--- src/rtl/probe_fanout_unit_pkg.sv ---
// Shared definitions for the probe fan-out unit: state encoding, field
// widths and the default hub identifier placed in every probe header.
package probe_fanout_unit_pkg;

    localparam int N_CLIENTS    = 4;
    localparam int ADDR_BLOCK_W = 26;
    localparam int P_TYPE_W     = 2;
    localparam int CLIENT_ID_W  = 2;

    localparam logic [CLIENT_ID_W-1:0] HUB_ID_DEFAULT = 2'd0;

    typedef enum logic [1:0] {
        ST_IDLE = 2'd0,
        ST_SEND = 2'd1,
        ST_DONE = 2'd2
    } fanout_state_t;

    // One-hot client mask for a client index.
    function automatic logic [N_CLIENTS-1:0] client_onehot(input logic [CLIENT_ID_W-1:0] id);
        logic [N_CLIENTS-1:0] result;
        result     = '0;
        result[id] = 1'b1;
        return result;
    endfunction

endpackage

--- src/rtl/probe_fanout_unit_if.sv ---
// Bundle of the request, probe, acknowledge and status signals of the probe
// fan-out unit. The slave modport is the unit's view; master is its environment.
interface probe_fanout_unit_if
    import probe_fanout_unit_pkg::*;
();

    logic                    io_req_ready;
    logic                    io_req_valid;
    logic [ADDR_BLOCK_W-1:0] io_req_addr_block;
    logic [P_TYPE_W-1:0]     io_req_p_type;
    logic [N_CLIENTS-1:0]    io_req_client_mask;

    logic                    io_probe_ready;
    logic                    io_probe_valid;
    logic [CLIENT_ID_W-1:0]  io_probe_bits_header_src;
    logic [CLIENT_ID_W-1:0]  io_probe_bits_header_dst;
    logic [ADDR_BLOCK_W-1:0] io_probe_bits_payload_addr_block;
    logic [P_TYPE_W-1:0]     io_probe_bits_payload_p_type;

    logic                    io_ack_valid;
    logic [CLIENT_ID_W-1:0]  io_ack_client;

    logic                    io_busy;
    logic                    io_done;

    modport slave (
        output io_req_ready,
        input  io_req_valid,
        input  io_req_addr_block,
        input  io_req_p_type,
        input  io_req_client_mask,
        input  io_probe_ready,
        output io_probe_valid,
        output io_probe_bits_header_src,
        output io_probe_bits_header_dst,
        output io_probe_bits_payload_addr_block,
        output io_probe_bits_payload_p_type,
        input  io_ack_valid,
        input  io_ack_client,
        output io_busy,
        output io_done
    );

    modport master (
        input  io_req_ready,
        output io_req_valid,
        output io_req_addr_block,
        output io_req_p_type,
        output io_req_client_mask,
        output io_probe_ready,
        input  io_probe_valid,
        input  io_probe_bits_header_src,
        input  io_probe_bits_header_dst,
        input  io_probe_bits_payload_addr_block,
        input  io_probe_bits_payload_p_type,
        output io_ack_valid,
        output io_ack_client,
        input  io_busy,
        input  io_done
    );

endinterface

--- src/rtl/probe_fanout_unit_prio_enc.sv ---
// Lowest-set-bit priority encoder over the client mask; picks which client
// gets the next probe.
module probe_client_prio_enc
    import probe_fanout_unit_pkg::*;
(
    input  logic [N_CLIENTS-1:0]   mask,
    output logic [CLIENT_ID_W-1:0] index,
    output logic                   any
);

    // Scan from the top down so the lowest set bit is the last one written.
    always_comb begin
        index = '0;
        any   = |mask;
        for (int i = N_CLIENTS - 1; i >= 0; i--) begin
            if (mask[i]) begin
                index = CLIENT_ID_W'(i);
            end
        end
    end

endmodule

--- src/rtl/probe_fanout_unit.sv ---
// Probe fan-out unit: takes one probe request, emits one probe per selected
// client (lowest index first) and pulses done once every probed client acked.
module probe_fanout_unit
    import probe_fanout_unit_pkg::*;
#(
    parameter logic [CLIENT_ID_W-1:0] HUB_ID = HUB_ID_DEFAULT
)
(
    input  logic                clk,
    input  logic                reset,
    probe_fanout_unit_if.slave  bus
);

    fanout_state_t           state;
    fanout_state_t           state_next;
    logic [N_CLIENTS-1:0]    to_send;
    logic [N_CLIENTS-1:0]    to_send_next;
    logic [N_CLIENTS-1:0]    wait_ack;
    logic [N_CLIENTS-1:0]    wait_ack_next;
    logic [ADDR_BLOCK_W-1:0] addr_q;
    logic [ADDR_BLOCK_W-1:0] addr_next;
    logic [P_TYPE_W-1:0]     p_type_q;
    logic [P_TYPE_W-1:0]     p_type_next;

    logic [CLIENT_ID_W-1:0]  send_dst;
    logic                    send_any;
    logic [N_CLIENTS-1:0]    ack_clear;
    logic                    probe_fire;
    logic                    req_ready;
    logic                    probe_valid;
    logic                    busy;
    logic                    done;

    probe_client_prio_enc u_prio_enc (
        .mask  (to_send),
        .index (send_dst),
        .any   (send_any)
    );

    // State and transaction registers; reset abandons any transaction in flight.
    always_ff @(posedge clk) begin
        if (reset) begin
            state    <= ST_IDLE;
            to_send  <= '0;
            wait_ack <= '0;
            addr_q   <= '0;
            p_type_q <= '0;
        end else begin
            state    <= state_next;
            to_send  <= to_send_next;
            wait_ack <= wait_ack_next;
            addr_q   <= addr_next;
            p_type_q <= p_type_next;
        end
    end

    // Next-state, probe issue and ack bookkeeping; an ack only counts for a
    // client whose probe has already gone out in an earlier cycle.
    always_comb begin
        state_next    = state;
        to_send_next  = to_send;
        wait_ack_next = wait_ack;
        addr_next     = addr_q;
        p_type_next   = p_type_q;
        req_ready     = 1'b0;
        probe_valid   = 1'b0;
        probe_fire    = 1'b0;
        ack_clear     = '0;
        busy          = 1'b1;
        done          = 1'b0;

        case (state)
            ST_IDLE: begin
                req_ready = 1'b1;
                busy      = 1'b0;
                if (bus.io_req_valid) begin
                    addr_next     = bus.io_req_addr_block;
                    p_type_next   = bus.io_req_p_type;
                    to_send_next  = bus.io_req_client_mask;
                    wait_ack_next = bus.io_req_client_mask;
                    if (bus.io_req_client_mask != '0) begin
                        state_next = ST_SEND;
                    end else begin
                        state_next = ST_DONE;
                    end
                end
            end

            ST_SEND: begin
                probe_valid = send_any;
                probe_fire  = send_any && bus.io_probe_ready;
                if (bus.io_ack_valid && wait_ack[bus.io_ack_client]
                    && !to_send[bus.io_ack_client]) begin
                    ack_clear = client_onehot(bus.io_ack_client);
                end
                if (probe_fire) begin
                    to_send_next = to_send & ~client_onehot(send_dst);
                end
                wait_ack_next = wait_ack & ~ack_clear;
                if (to_send_next == '0 && wait_ack_next == '0) begin
                    state_next = ST_DONE;
                end
            end

            ST_DONE: begin
                done       = 1'b1;
                state_next = ST_IDLE;
            end

            default: begin
                state_next = ST_IDLE;
            end
        endcase
    end

    assign bus.io_req_ready                     = req_ready;
    assign bus.io_probe_valid                   = probe_valid;
    assign bus.io_probe_bits_header_src         = HUB_ID;
    assign bus.io_probe_bits_header_dst         = send_dst;
    assign bus.io_probe_bits_payload_addr_block = addr_q;
    assign bus.io_probe_bits_payload_p_type     = p_type_q;
    assign bus.io_busy                          = busy;
    assign bus.io_done                          = done;

endmodule
--- src/flat_wrapper.sv ---
// flat-port wrapper written by rule: the top's interface ports become plain ports
module probe_fanout_unit_flat import probe_fanout_unit_pkg::*;
#(
    parameter logic [CLIENT_ID_W-1:0] HUB_ID = HUB_ID_DEFAULT
)
  (clk, reset, bus_io_req_ready, bus_io_req_valid, bus_io_req_addr_block, bus_io_req_p_type, bus_io_req_client_mask, bus_io_probe_ready, bus_io_probe_valid, bus_io_probe_bits_header_src, bus_io_probe_bits_header_dst, bus_io_probe_bits_payload_addr_block, bus_io_probe_bits_payload_p_type, bus_io_ack_valid, bus_io_ack_client, bus_io_busy, bus_io_done);
  probe_fanout_unit_if bus_i ();
  input  logic clk;
  input  logic reset;
  output wire logic [$bits(bus_i.io_req_ready)-1:0] bus_io_req_ready;
  input wire logic [$bits(bus_i.io_req_valid)-1:0] bus_io_req_valid;
  input wire logic [$bits(bus_i.io_req_addr_block)-1:0] bus_io_req_addr_block;
  input wire logic [$bits(bus_i.io_req_p_type)-1:0] bus_io_req_p_type;
  input wire logic [$bits(bus_i.io_req_client_mask)-1:0] bus_io_req_client_mask;
  input wire logic [$bits(bus_i.io_probe_ready)-1:0] bus_io_probe_ready;
  output wire logic [$bits(bus_i.io_probe_valid)-1:0] bus_io_probe_valid;
  output wire logic [$bits(bus_i.io_probe_bits_header_src)-1:0] bus_io_probe_bits_header_src;
  output wire logic [$bits(bus_i.io_probe_bits_header_dst)-1:0] bus_io_probe_bits_header_dst;
  output wire logic [$bits(bus_i.io_probe_bits_payload_addr_block)-1:0] bus_io_probe_bits_payload_addr_block;
  output wire logic [$bits(bus_i.io_probe_bits_payload_p_type)-1:0] bus_io_probe_bits_payload_p_type;
  input wire logic [$bits(bus_i.io_ack_valid)-1:0] bus_io_ack_valid;
  input wire logic [$bits(bus_i.io_ack_client)-1:0] bus_io_ack_client;
  output wire logic [$bits(bus_i.io_busy)-1:0] bus_io_busy;
  output wire logic [$bits(bus_i.io_done)-1:0] bus_io_done;
  assign bus_io_req_ready = bus_i.io_req_ready;
  assign bus_i.io_req_valid = bus_io_req_valid;
  assign bus_i.io_req_addr_block = bus_io_req_addr_block;
  assign bus_i.io_req_p_type = bus_io_req_p_type;
  assign bus_i.io_req_client_mask = bus_io_req_client_mask;
  assign bus_i.io_probe_ready = bus_io_probe_ready;
  assign bus_io_probe_valid = bus_i.io_probe_valid;
  assign bus_io_probe_bits_header_src = bus_i.io_probe_bits_header_src;
  assign bus_io_probe_bits_header_dst = bus_i.io_probe_bits_header_dst;
  assign bus_io_probe_bits_payload_addr_block = bus_i.io_probe_bits_payload_addr_block;
  assign bus_io_probe_bits_payload_p_type = bus_i.io_probe_bits_payload_p_type;
  assign bus_i.io_ack_valid = bus_io_ack_valid;
  assign bus_i.io_ack_client = bus_io_ack_client;
  assign bus_io_busy = bus_i.io_busy;
  assign bus_io_done = bus_i.io_done;
  probe_fanout_unit #(.HUB_ID(HUB_ID)) u_core (.clk(clk), .reset(reset), .bus(bus_i));
endmodule
--- config.mk ---
export PLATFORM = sky130hd
export DESIGN_NAME = probe_fanout_unit_flat
export DESIGN_NICKNAME = d
export VERILOG_FILES = /design/src/rtl/probe_fanout_unit_pkg.sv /design/src/rtl/probe_fanout_unit_if.sv /design/src/rtl/probe_fanout_unit_prio_enc.sv /design/src/rtl/probe_fanout_unit.sv /design/src/flat_wrapper.sv
export SDC_FILE = /design/constraint.sdc
export NUM_CORES = 1
export LEC_CHECK = 0
export BUFFER_PORTS_ARGS = -buffer_cell sky130_fd_sc_hd__buf_2
export CAP_MARGIN = 15
export CORE_MARGIN = 2
export CORE_UTILIZATION = 45
export CTS_CLUSTER_DIAMETER = 60
export DETAILED_ROUTE_END_ITERATION = 7
export GPL_TIMING_DRIVEN = 0
export HOLD_SLACK_MARGIN = 0.1
export PLACE_DENSITY = 0.9
export SLEW_MARGIN = 5
export SYNTH_ARGS = -nofsm -noshare
export SYNTH_HDL_FRONTEND = slang
export SYNTH_SLANG_ARGS = --single-unit
--- constraint.sdc ---
create_clock -name clk -period 1.9 [get_ports clk]
set_input_delay 0.38 -clock clk [delete_from_list [all_inputs] [get_ports clk]]
set_output_delay 0.38 -clock clk [all_outputs]
set_load 0.02 [all_outputs]
### Word level (Yosys, flattened, before mapping)

Index checks and enable logic that the tools add are counted.

* magnitude comparators: 4
* equal/unequal tests: 4
* multiplexer cells: 27
* bitwise logic cells: 4
* reduce and logical (&&, ||, !) cells: 16

Operators with widths (number)
* two-way mux 4 bit: 5
* case mux 4 bit (2 select lines): 2
* two-way mux 2 bit: 7
* bitwise AND 4 bit: 2
* zero test 4 bit: 2
* two-way mux 1 bit: 8
* inverter 4 bit: 2
* logical AND 1 bit: 6
* less-than comparator 2 x 3 -> 1 bit (second input constant): 2
* AND reduction 2 bit: 3
* binary-select mux 1 bit (select 2 bit): 2
* demux 1 bit (select 2 bit): 2
* >= comparator 2 x 1 -> 1 bit (second input constant): 2
* case mux 2 bit (2 select lines): 1
* nonzero test 4 bit: 1
* OR reduction 4 bit: 1
* equality test 2 x 1 -> 1 bit (second input constant): 1
* equality test 2 bit (second input constant): 1
* zero test 2 bit: 1
* != test 2 x 1 -> 1 bit (second input constant): 1
* != test 2 bit (second input constant): 1
* nonzero test 2 bit: 1
* zero test 1 bit: 1

* flip-flop bits (word level): 38
* bits of input ports: 39
* output and inout port bits: 36
* logic and storage cells: 60

### Longest topological paths before layout

* word-level depth: 16
* gate-level depth with buffers: 5
* mapped depth without buffers: 4

### By module

A second synthesis with hierarchy kept.

* cell total of the unflattened synthesis: 208
* area, all modules: 1640.3 µm²

Modules (own cells, without submodules)
* probe_fanout_unit: times used 1, cells each 201, area an instance 1605.3 µm², seq. area each 760.7 µm²
* probe_client_prio_enc: times used 1, cells each 7, area an instance 35.0 µm², seq. area each 0.0 µm²

### Worst setup path after synthesis

OpenSTA, ideal clock, no wires.

* kind: reg-to-reg
* start: reg u_core.state[1]
* end: reg u_core.addr_q[0] (netlist: u_core.bus.io_probe_bits_payload_addr_block[0])
* library setup time: 0.132 ns
* arrival time: 1.333 ns
* required time: 1.768 ns
* setup slack: 0.435 ns
* cell stages (with the launch flop): 6
* period minus slack after synthesis: 1.465 ns
* cells stage by stage: dfxtp_1 nor2_1 nand2_1 clkbuf_1 nand2_1 a21oi_1

* longest elaborated chain between the ends: 2

RTL lines
* from (decl): RTL line probe_fanout_unit.sv:14 `fanout_state_t state;`
* from (signal assigned): RTL line probe_fanout_unit.sv:49 `state <= state_next;`
* zero test 2 bit: RTL line probe_fanout_unit.sv:72 `case (state)`
* AND reduction 2 bit (no source line)
* to (signal assigned): RTL line probe_fanout_unit.sv:52 `addr_q <= addr_next;`
* to (decl): RTL line probe_fanout_unit.sv:20 `logic [ADDR_BLOCK_W-1:0] addr_q;`

Every way passes these cells.
A chain may end at the register's enable or synchronous reset.

### Final worst setup path

* start: reg u_core.to_send[1]
* end: out bus_io_probe_valid

* longest elaborated chain between the ends: 2

RTL lines
* from (decl): RTL line probe_fanout_unit.sv:16 `logic [N_CLIENTS-1:0] to_send;`
* from (signal assigned): RTL line probe_fanout_unit.sv:50 `to_send <= to_send_next;`
* OR reduction 4 bit: RTL line probe_fanout_unit_prio_enc.sv:14 `any = |mask;`
* two-way mux 1 bit: RTL line probe_fanout_unit.sv:72
* to (decl): RTL line flat_wrapper.sv:16 `output wire logic [$bits(bus_i.io_probe_valid)-1:0] bus_io_probe_valid;`

Every way passes these cells.

==> results.md <==
- Routed WL: 3.71 mm
- Placed Cells: 316
- Worst setup SP type: flip-flop
- Core area: 3280 um2
- Final WS setup: ~0.19 ns
- Worst-Skew Late Latency: between 0.3 and 0.4 ns
- Top cells by area, synth: dfxtp_1, nand2_1, a21oi_1
- Leak pwr: between 0.9 and 1 nW
- Fillers: 320
- Die Wd: slightly above 60 um
- CP Cell Sequence: clkbuf_1 > nor2_1 > a21oi_1 > buf_2
- TNS Setup: 0 ns
- Share of the synthesized area in the top cell type: between 40 and 50%
- Hold Path Class: input port to flip-flop
- # setup viols final: 0
- Antenna Nets Post-Route: 0
- Post-synthesis adder-cell area fraction: less than 1%
- Post-CTS Setup Inserts: 0
- Syn Area/Cell: roughly 7.7 um2
- Worst slack at placement: about 0.24 ns
- GRT Overall Usage: a little over 20%
- Vias in the first global route: around 1500
- Residual DRC: 0
- Initial DRC Count: 95
- Initial Util: between 40% and 50%
- CP Data Required Time: between 1.5 and 2 ns
- H-Tree Depth: 2
- Cell area power density: between 900 and 1000 nW/um2
- Design area: slightly above 2000 um2
- First-pass GRT wire length: roughly 6.4 mm
- Crit-path slowest cell: dfxtp_1
- Dpl cell area: ~2000 um2
- Synth area leader: dfxtp_1
- Wirelength per Cell: 11.5 um
- Post-CTS Hold Buffers: 0
- TritonCTS clock tree: done
- Largest family of logic cells by synthesized area: simple AND/OR/NAND/NOR gates
- Critical-path maximum fanout: 8
- Total of warnings raised by yosys: 0
- Pin count of the biggest net entering global routing: 12
- Clk slew on worst S/H paths: 0.11 ns
- WS Path Type: flip-flop to output pin
- Port bufs: a little over 70
- Layout area overhead: 32.6%
- Num rows: 21
- Total number of vias: 1592
- DR vias/cell: approximately 4.9
- Cts repair resizes: 0
- Detailed Routing Iterations Pass 1: 4
- I/O pin cnt: between 70 and 80
- Final hold vios: 0
- Mux cell area share after synthesis: 0%
- Final Non-Filler Cells: between 300 and 400
- DP HPWL: ~2.8 mm
- Slowest stage delay, CP: ~0.32 ns
- Max clock buf depth: 2
- Synth Area in Compound Gates: 20.5%
- Initial antenna violation count: 0
- Peak Freq: 586 MHz
- Slew @ Worst Pin: about 0.55 ns
- Xor and xnor area share after synthesis: 0%
- Peak VDD IR: ~0.58 mV
- Final slew viol count: 0
- CP Capture Type: output pin
- Antenna cells: 0
- GPL Wtd Cong: approximately 0.86
- Status: finished, final reports clean
- Yosys cell types: 29
- Min Tclk post-route: 1.71 ns
- Ratio of cells with drive above 1 in the final layout: slightly below 30%
- DIE HEIGHT: 62.2 um
- CP Buf/Inv Count: 2
- Post-synthesis simple-gate area fraction: roughly a quarter
- Worst slew margin: 62.5%
- Final period util: between 80% and 90%
- CTS Buf Count: 5
- Root cell of the clock tree: clkbuf_4
- Total grt overflow: 0
- Top Family by Delay on Critical Path: buffers and inverters
- Nets: 316
- Synth Cell Area: 1520 um2
- Maxcap violations: 0
- Die ar.: between 3000 and 4000 um2
- RSZ-0062 raised after global routing: no
- Critical Path AT: 1.33 ns
- CTS Sinks: 38
- Yosys reg bits: 38
- Post-Syn Instances: about 200
- Pwr Total: between 1.5 and 2 mW
- Post-synthesis sequential area ratio: 49.9%
- Clock skew: slightly above 0.005 ns
## per-layer routing
| layer | vias to the layer above | GRT usage, % | wire length, um |
|---|---|---|---|
| met5 | - | 0 | 0 |
| met4 | 0 | 8.33 | 62 |
| met3 | 9 | 5.62 | 266 |
| met2 | 59 | 35.7 | 1800 |
| met1 | 703 | 23.2 | 1580 |
| li1 | 821 | - | - |
## worst min-delay path, stage by stage
cell	delay, ns
buf_2	0.09
nand2_1	0.04
a21oi_1	0.05
## state kept, by name (all words and copies together) (netlist names)
register / cells
u_core.bus.io_probe_bits_payload_addr_block: 26
u_core.to_send: 4
u_core.wait_ack: 4
u_core.bus.io_probe_bits_payload_p_type: 2
u_core.state: 2
## cell type report
cell class | count | area [um2] | share of cell area [%]
Sequential cell | 38 | 761 | 37.6
Multi-Input combinational cell | 144 | 699 | 34.6
Timing Repair Buffer | 72 | 360 | 17.8
Tap cell | 46 | 57.6 | 2.85
Buffer | 13 | 56.3 | 2.79
Clock buffer | 7 | 45.0 | 2.23
Clock inverter | 1 | 30.0 | 1.49
Inverter | 3 | 11.3 | 0.557
## cells in the mapped netlist
library cell / count
a2111o_1: 1
a21oi_1: 39
a22oi_1: 1
a31oi_1: 4
and2_1: 1
and3_1: 1
buf_4: 2
clkbuf_1: 11
conb_1: 1
dfxtp_1: 38
inv_1: 3
maj3_1: 1
nand2_1: 64
nand2b_1: 2
nand3_1: 2
nand4b_1: 1
nor2_1: 6
nor2b_1: 2
nor3_1: 2
nor3b_2: 1
nor4_1: 1
o21a_1: 1
o21ai_0: 6
o22a_2: 1
o311ai_0: 1
o31a_1: 1
o41ai_1: 1
or4b_1: 1
or4bb_1: 1
## logic make-up (layout without fill, tap and decap cells)
family,count (synthesis),after routing
fa+ha+maj,1,1
simple gates,85,85
buf+inv,16,96
flops,38,38
other cells,1,2
compound gates,56,56
## placed cells by master (no fill, tap or decap), types with 2 or more instances in the layout
| cell | instances |
|---|---|
| a21oi_1 | 39 |
| a31oi_1 | 4 |
| buf_2 | 72 |
| buf_4 | 2 |
| clkbuf_1 | 13 |
| clkbuf_4 | 5 |
| conb_1 | 2 |
| dfxtp_1 | 38 |
| inv_1 | 3 |
| nand2_1 | 64 |
| nand2b_1 | 2 |
| nand3_1 | 2 |
| nor2_1 | 6 |
| nor2b_1 | 2 |
| nor3_1 | 2 |
| o21ai_0 | 6 |
## path summary, 6_finish.rpt
kind                                                                      from                                                      endpoint  slack (ns)  depth (start not counted)
setup / recovery                                u_core.to_send[1]$_SDFFE_PP0P_                                            bus_io_probe_valid        0.19                          4
hold reg to reg   u_core.bus.io_probe_bits_payload_addr_block[18]$_SDFFE_PP0P_  u_core.bus.io_probe_bits_payload_addr_block[18]$_SDFFE_PP0P_        0.46                          2
hold / removal                                       bus_io_req_addr_block[13]  u_core.bus.io_probe_bits_payload_addr_block[13]$_SDFFE_PP0P_        0.27                          3
setup reg to reg                                  u_core.state[1]$_SDFFE_PP0P_                               u_core.wait_ack[1]$_SDFFE_PP0P_        0.33                          4
## report_power, final
part | switching, mW | internal (mW) | total, mW
Combinational | 0.277 | 0.157 | 0.434
Sequential | 0.0445 | 0.864 | 0.909
Clock | 0.254 | 0.279 | 0.533
Total | 0.575 | 1.30 | 1.88
## metrics by stage
stage / utilization (%) / hold slack, ns
after floorplan: - / 0.454
after global placement: 59.2 / 0.439
after detailed placement: 59.2 / 0.443
after CTS: 61.5 / 0.258
after global routing: 61.5 / 0.250
final: 61.5 / 0.268
No activity file was read; power rests on OpenSTA's default activity.
